--- config.mk ---
export PLATFORM = sky130hd
export DESIGN_NAME = hazard_ctrl
export DESIGN_NICKNAME = d
export VERILOG_FILES = /design/src/rtl/hazard_ctrl.sv
export SDC_FILE = /design/constraint.sdc
export NUM_CORES = 1
export LEC_CHECK = 0
export ABC_AREA = 1
export BUFFER_PORTS_ARGS = -buffer_cell sky130_fd_sc_hd__buf_2
export CORE_MARGIN = 3
export CORE_UTILIZATION = 48
export CTS_CLUSTER_DIAMETER = 200
export DETAILED_ROUTE_END_ITERATION = 8
export PLACE_DENSITY = 0.81
export SLEW_MARGIN = 20
export SYNTH_ARGS = -nofsm -noshare
export SYNTH_HDL_FRONTEND = slang
export SYNTH_SLANG_ARGS = --single-unit
export TNS_END_PERCENT = 20
--- constraint.sdc ---
create_clock -name clk -period 2.2 [get_ports clk]
set_input_delay 0.66 -clock clk [delete_from_list [all_inputs] [get_ports clk]]
set_output_delay 0.66 -clock clk [all_outputs]
set_load 0.03 [all_outputs]
--- src/rtl/hazard_ctrl.sv ---
// Pipeline hazard controller: load-use bubble, taken-branch kill and mul/div sequencing.
// Define HAZ_PERF_EN to add the perf_stall_cnt / perf_flush_cnt / perf_md_cnt counters.
module hazard_ctrl #(
    parameter int unsigned REG_IDX_W  = 5,
    parameter int unsigned MD_TIMEOUT = 64,
    parameter int unsigned CNT_W      = 7
) (
    input  logic                 clk,
    input  logic                 rst_n,
    input  logic [REG_IDX_W-1:0] D_rs1_index,
    input  logic [REG_IDX_W-1:0] D_rs2_index,
    input  logic                 D_uses_rs1,
    input  logic                 D_uses_rs2,
    input  logic [REG_IDX_W-1:0] E_rd_index,
    input  logic                 E_is_load,
    input  logic                 E_is_md,
    input  logic                 E_branch_taken,
    input  logic                 md_done,
    output logic                 stall_pc,
    output logic                 stall_F_D,
    output logic                 stall_D_E,
    output logic                 flush_F_D,
    output logic                 flush_D_E,
    output logic                 md_start,
    output logic                 md_err,
    output logic                 busy
`ifdef HAZ_PERF_EN
    ,
    output logic [31:0]          perf_stall_cnt,
    output logic [31:0]          perf_flush_cnt,
    output logic [31:0]          perf_md_cnt
`endif
);

    typedef enum logic {
        RUN     = 1'b0,
        MD_WAIT = 1'b1
    } state_t;

    state_t           state;
    logic [CNT_W-1:0] wait_cnt;
    logic             md_err_q;
    logic             load_use;
    logic             timeout;

    always_comb begin
        load_use = E_is_load && (E_rd_index != '0) &&
                   ((D_uses_rs1 && (D_rs1_index == E_rd_index)) ||
                    (D_uses_rs2 && (D_rs2_index == E_rd_index)));
        timeout  = (wait_cnt == CNT_W'(MD_TIMEOUT)) && !md_done;
    end

    // Outputs are decoded from state and inputs; gating with rst_n keeps them 0 during reset.
    always_comb begin
        stall_pc  = 1'b0;
        stall_F_D = 1'b0;
        stall_D_E = 1'b0;
        flush_F_D = 1'b0;
        flush_D_E = 1'b0;
        md_start  = 1'b0;
        busy      = 1'b0;
        md_err    = md_err_q;
        if (rst_n) begin
            case (state)
                RUN: begin
                    if (E_branch_taken) begin
                        flush_F_D = 1'b1;
                        flush_D_E = 1'b1;
                    end else if (E_is_md) begin
                        md_start  = 1'b1;
                        stall_pc  = 1'b1;
                        stall_F_D = 1'b1;
                        stall_D_E = 1'b1;
                    end else if (load_use) begin
                        stall_pc  = 1'b1;
                        stall_F_D = 1'b1;
                        flush_D_E = 1'b1;
                    end
                end
                MD_WAIT: begin
                    busy = 1'b1;
                    if (!md_done && !timeout) begin
                        stall_pc  = 1'b1;
                        stall_F_D = 1'b1;
                        stall_D_E = 1'b1;
                    end
                end
                default: ;
            endcase
        end
    end

    always_ff @(posedge clk or negedge rst_n) begin
        if (!rst_n) begin
            state    <= RUN;
            wait_cnt <= '0;
            md_err_q <= 1'b0;
        end else begin
            case (state)
                RUN: begin
                    if (!E_branch_taken && E_is_md) begin
                        state    <= MD_WAIT;
                        wait_cnt <= CNT_W'(1);
                    end
                end
                MD_WAIT: begin
                    if (md_done) begin
                        state <= RUN;
                    end else if (timeout) begin
                        state    <= RUN;
                        md_err_q <= 1'b1;
                    end else if (wait_cnt != '1) begin
                        wait_cnt <= wait_cnt + CNT_W'(1);
                    end
                end
                default: state <= RUN;
            endcase
        end
    end

`ifdef HAZ_PERF_EN
    always_ff @(posedge clk or negedge rst_n) begin
        if (!rst_n) begin
            perf_stall_cnt <= '0;
            perf_flush_cnt <= '0;
            perf_md_cnt    <= '0;
        end else begin
            if (stall_pc)  perf_stall_cnt <= perf_stall_cnt + 32'd1;
            if (flush_F_D) perf_flush_cnt <= perf_flush_cnt + 32'd1;
            if (md_start)  perf_md_cnt    <= perf_md_cnt + 32'd1;
        end
    end
`endif

endmodule

## After elaboration in Yosys (flattened, before gate mapping)

Cells that the tools add are included.

| storage, ports and cells | value |
|---|---|
| bits in registers | 9 |
| latch bits | 0 |
| RAM bits | 0 |
| memory bits (read-only) | 0 |
| input port bits | 23 |
| memories kept | 0 |

| operators by class | value |
|---|---|
| $add $sub $neg | 1 |
| multipliers | 0 |
| divide/modulo/power cells | 0 |
| magnitude comparators | 0 |
| equality and inequality tests | 8 |
| shift-type cells | 0 |
| mux-type cells | 30 |
| bitwise logic cells | 2 |
| reductions and logical operators | 14 |

Operator list:

| operator | count |
|---|---|
| $mux 7 | 4 |
| $mux 1 | 22 |
| $pmux 7 s2 | 1 |
| $eq 5x5->1 | 2 |
| $add 7x1->7 const B | 1 |
| $eq 7x7->1 const B | 1 |
| $logic_and 1x1->1 | 7 |
| $ne 7x7->1 const B | 1 |
| $ne 2x2->1 const B | 3 |
| $pmux 1 s2 | 3 |
| $reduce_bool 5->1 | 1 |
| $reduce_and 4->1 | 1 |
| $logic_not 1->1 | 3 |
| $reduce_and 3->1 | 1 |
| $ne 2x1->1 const B | 1 |
| $not 1->1 | 2 |
| $logic_or 1x1->1 | 1 |

## Longest topological paths before layout

| depth | value |
|---|---|
| depth in word-level cells | 9 |
| depth in mapped cells | 10 |
| depth with buffers taken out | 10 |

## Worst setup path after synthesis

No wires, ideal clock.

| timing path | value |
|---|---|
| path kind | in2out |
| from | input port E_rd_index[4] |
| to | output port stall_pc |
| arrival time | 1795 ps |
| required time | 1540 ps |
| slack | -255 ps |
| stages | 9 |
| path through | inv_1 > nand2_1 > nand2_1 > nor2_1 > nand3_1 > nand2_1 > nand2_1 > o21ai_1 > buf_4 |

| between the ends | value |
|---|---|
| cells in the longest elaborated chain, start to end | 9 |

RTL lines:

| what | line | text |
|---|---|---|
| start: declaration | 14 | `input logic [REG_IDX_W-1:0] E_rd_index,` |
| $eq 5x5->1 (on tied branches) | 48, 49 |  |
| $logic_and 1x1->1 (on tied branches) | 48, 49 |  |
| $logic_or 1x1->1 | 48 | `((D_uses_rs1 && (D_rs1_index == E_rd_index)) \|\|` |
| $logic_and 1x1->1 (*) | 47 | `load_use = E_is_load && (E_rd_index != '0) &&` |
| $mux 1 (*) (3 in a row) | n/a |  |
| $pmux 1 s2 (*) | n/a |  |
| $mux 1 (*) | n/a |  |
| end: declaration | 19 | `output logic stall_pc,` |

Every way passes the cells marked *; elsewhere a longest branch is shown, timed or not.

## Worst setup path after layout

| timing path | value |
|---|---|
| from | register wait_cnt[0] |
| to | output port stall_F_D |

| between the ends | value |
|---|---|
| cells in the longest elaborated chain, start to end | 7 |

RTL lines:

| what | line | text |
|---|---|---|
| start: declaration | 41 | `logic [CNT_W-1:0] wait_cnt;` |
| start signal: assignment | 113 | `wait_cnt <= wait_cnt + CNT_W'(1);` |
| $eq 7x7->1 | 50 | `timeout = (wait_cnt == CNT_W'(MD_TIMEOUT)) && !md_done;` |
| $logic_and 1x1->1 | 50 |  |
| $logic_not 1->1 | 82 | `if (!md_done && !timeout) begin` |
| $logic_and 1x1->1 | 82 |  |
| $mux 1 | 82 |  |
| $pmux 1 s2 | 64 | `case (state)` |
| $mux 1 | 63 | `if (rst_n) begin` |
| end: declaration | 20 | `output logic stall_F_D,` |

Every way passes these cells.

==> impl_summary.log <==
[metrics] critical path data required time: 1.54 ns
[metrics] highest achievable clock rate: 455.5 MHz
[metrics] DRC errors left: 0
[metrics] Filler Cells Inserted: 118
[metrics] clk sink count: 9
[metrics] netlist area before placement: 850.8 um2
[metrics] largest net degree at the start of global routing: 12
[metrics] grt total ovfl: 0
[metrics] detailed placement HPWL: 1540 um
[metrics] synthesis-to-layout area growth: 42.21%
[metrics] run status: completed
[metrics] Tightest Pin Transition: 0.2276 ns
[metrics] count of nets after finishing: 206
[metrics] main combinational cell family by area after synthesis: simple AND/OR/NAND/NOR gates
[metrics] setup repair after global routing missed its margin: true
[metrics] worst slew slack as a fraction of its limit: 0.8483
[metrics] commonest cells after routing, fill and taps aside: sky130_fd_sc_hd__nand2_1, sky130_fd_sc_hd__nor2_1, sky130_fd_sc_hd__buf_2, sky130_fd_sc_hd__inv_1
[metrics] first-pass GRT wire length: 3291 um
[metrics] worst path arrival time: 1.54 ns
[metrics] average via count per standard cell: 4.598
[metrics] count of inserted antenna diode cells: 0
[metrics] proportion of synthesized flip-flops having asynchronous set or reset: 1.000
[metrics] post-synthesis sequential area ratio: 0.2647
[metrics] Worst setup EP type: output pin
[metrics] count of distinct cell types in the synthesized netlist: 23
[metrics] EDFF count, synth: 0
[metrics] maximum ir drop on the vdd rail: 0.4048 mV
[metrics] top cells by area in the synthesized netlist: sky130_fd_sc_hd__dfrtp_1, sky130_fd_sc_hd__nand2_1, sky130_fd_sc_hd__nor2_1
[metrics] most common cell after layout, fill and taps aside: sky130_fd_sc_hd__nand2_1
[metrics] final hold violation count: 0
[metrics] Pre-antenna DRT Iters: 4
[metrics] source of the critical timing path: wait_cnt[0]$_DFFE_PN0P_
[metrics] Most used DFF post-synth: sky130_fd_sc_hd__dfrtp_1
[metrics] count of endpoints failing setup in the final report: 0
[metrics] share of synthesized cell area in full adder, half adder and majority cells: 0.02941
[metrics] height of the die: 48.10 um
[metrics] Static Leak: 0.0007095 uW
[metrics] global placer's final weighted congestion: 0.7987
[metrics] area share of xor/xnor cells in the synthesized design: 0.03088
[metrics] latest clock arrival within the worst-skew pair: 0.26 ns
[metrics] area share of the largest cell type after synthesis: 0.2647
[metrics] root buf cell: sky130_fd_sc_hd__clkbuf_4
[metrics] vias after detailed routing: 938
[metrics] hold-fix buffer count after cts: 0
[metrics] number of nets produced by synthesis: 164
[metrics] Seq. cell area: 225.2 um2
[metrics] clock period minus final worst setup slack: 2.195 ns
[metrics] area of the core: 0.001594 mm2
[metrics] number of buffers created by CTS: 3
[metrics] number of DRC violations after detailed-routing iteration 0: 21
[metrics] largest clock skew in the final design: 0.0002765 ns
[metrics] most area-hungry cell type in the Yosys netlist: sky130_fd_sc_hd__dfrtp_1
[metrics] power per unit of standard cell area: 461.9 mW/mm2
[metrics] fraction of synthesized area in multiplexers: 0
[metrics] final sum of negative setup slack: 0 ns
[metrics] share of post-route cells with drive strength above 1: 0.3722
[metrics] initial core utilization: 0.5338
[metrics] critical path fanouts, max: 3
[metrics] clock-pin slew of the registers on the worst-case setup and hold paths: 0.06 ns
[metrics] CTS tree: built
[metrics] die outline width: 48.10 um
[metrics] IO Port Bufs: 30
[metrics] nature of the critical path startpoint: register
[metrics] Routed WL: 1961 um
[metrics] Clock H-tree levels: 1
[metrics] via count of the first global-routing pass: 840
[metrics] per-instance average area after synthesis: 6.121 um2
[metrics] CP Class: register to output pin
[metrics] synthesized netlist cell count: 139
[metrics] simple-gate portion of the synthesized area: 0.4529
[metrics] die footprint: 0.002314 mm2
[metrics] part of the cycle the worst path needs: 0.9978
[metrics] maximum root-to-sink buffer count: 2
[metrics] final core utilization: 0.7590
[metrics] row count: 14
[metrics] type of the most critical hold path: primary input to asynchronous set/reset pin
[metrics] overall global routing resource usage: 0.2041
[metrics] total area of multi-input combinational cells: 541.8 um2
[metrics] max-cap violation count: 0
[metrics] fraction of the mapped netlist area in compound gates: 0.08235
[metrics] WL/cell: 9.613 um
[metrics] final count of pins violating max slew: 0
[metrics] Yosys warnings: 0
[metrics] number of top-level pins: 31
[metrics] initial antenna violation count: 0
[metrics] count of antenna-violating nets left after detailed routing: 0
[metrics] launching point of the worst reg2reg path: wait_cnt[1]$_DFFE_PN0P_
[metrics] count of state elements after synthesis: 9
==> metrics by stage <==
| stage | instances | hold slack (ns) | instance area (um2) | setup slack, ns | total power (uW) |
|---|---|---|---|---|---|
| after floorplan | 139 | 0.3644 | 865.8 | -0.02677 | 324.2 |
| after global placement | 196 | 0.4444 | 1061 | -0.03972 | 376.8 |
| after detailed placement | 196 | 0.4672 | 1061 | -0.08629 | 384.3 |
| after CTS | 203 | 0.3116 | 1177 | -0.01864 | 550.0 |
| after global routing | 204 | 0.3133 | 1210 | -0.09827 | 608.1 |
| final | 204 | 0.3185 | 1210 | 0.004833 | 558.8 |
==> worst paths after layout <==
check,cells after the start,end,slack [ns]
max,9,stall_F_D,0.005
min,2,md_err$_DFFE_PN0P_,0.32
max reg2reg,11,wait_cnt[0]$_DFFE_PN0P_,0.63
min reg2reg,2,md_err$_DFFE_PN0P_,0.47
max in group asynchronous,2,wait_cnt[3]$_DFFE_PN0P_,1.73
min in group clk,2,md_err$_DFFE_PN0P_,0.47
==> final cells by class <==
class / instances / area share
Sequential cell: 9 / 0.1861
Multi-Input combinational cell: 102 / 0.4478
Clock buffer: 4 / 0.02172
Inverter: 26 / 0.08480
Timing Repair Buffer: 39 / 0.2347
Tap cell: 24 / 0.02482
==> state kept, by name, indices dropped and copies added, names as in the netlist <==
name / flops
state: 1
wait_cnt: 7
md_err: 1
==> power by group <==
part / leakage [uW] / internal (uW) / total [uW] / switching, uW
Sequential: 0.000116 / 179 / 192 / 12.6
Combinational: 0.000578 / 108 / 236 / 128
Clock: 0.0000150 / 70.1 / 131 / 60.9
==> metal layers <==
metal / vias up / share of wire / track usage
li1: 494 / - / -
met1: 418 / 0.43 / 0.2349
met2: 24 / 0.52 / 0.3641
met3: 2 / 0.048 / 0.06642
met4: 0 / 0.0031 / 0.04839
met5: - / 0 / 0
==> synth_stat cells, types with 2 or more instances <==
library cell and number:
sky130_fd_sc_hd__xor2_1 3, sky130_fd_sc_hd__nand2_1 57, sky130_fd_sc_hd__dfrtp_1 9, sky130_fd_sc_hd__a21oi_1 2, sky130_fd_sc_hd__ha_1 2, sky130_fd_sc_hd__inv_1 18, sky130_fd_sc_hd__nand4_1 2, sky130_fd_sc_hd__nor2_1 20
sky130_fd_sc_hd__inv_2 6, sky130_fd_sc_hd__o21ai_2 3, sky130_fd_sc_hd__nor2_2 2, sky130_fd_sc_hd__o21ai_1 2, sky130_fd_sc_hd__nand3_1 3
==> worst max-delay path: stages, from the launching register on <==
cell                       delay (ns)
sky130_fd_sc_hd__dfrtp_1         0.38
sky130_fd_sc_hd__inv_1           0.06
sky130_fd_sc_hd__ha_2            0.16
sky130_fd_sc_hd__nand2_1         0.05
sky130_fd_sc_hd__nand3b_4        0.18
sky130_fd_sc_hd__nand2_4         0.08
sky130_fd_sc_hd__o21ai_4         0.05
sky130_fd_sc_hd__nand2_2         0.09
sky130_fd_sc_hd__o21ai_4         0.07
sky130_fd_sc_hd__buf_6           0.14
==> cells by family after synthesis <==
logic type,after synthesis
xor gates and xnor gates,3
DFF,9
and+or+nand+nor,88
AOI/OAI and AO/OA,9
buffers and inverters,28
adders and majority gates,2
==> repair_timing <==
| item | in CTS | in global routing |
|---|---|---|
| resized for setup | 16 | 9 |
| gates cloned | 0 | 0 |
| setup buffers | 3 | 1 |
| pin swaps | 11 | 2 |
| endpoints found under the setup margin | 4 | 4 |
Power figures use the tool's default switching activity.
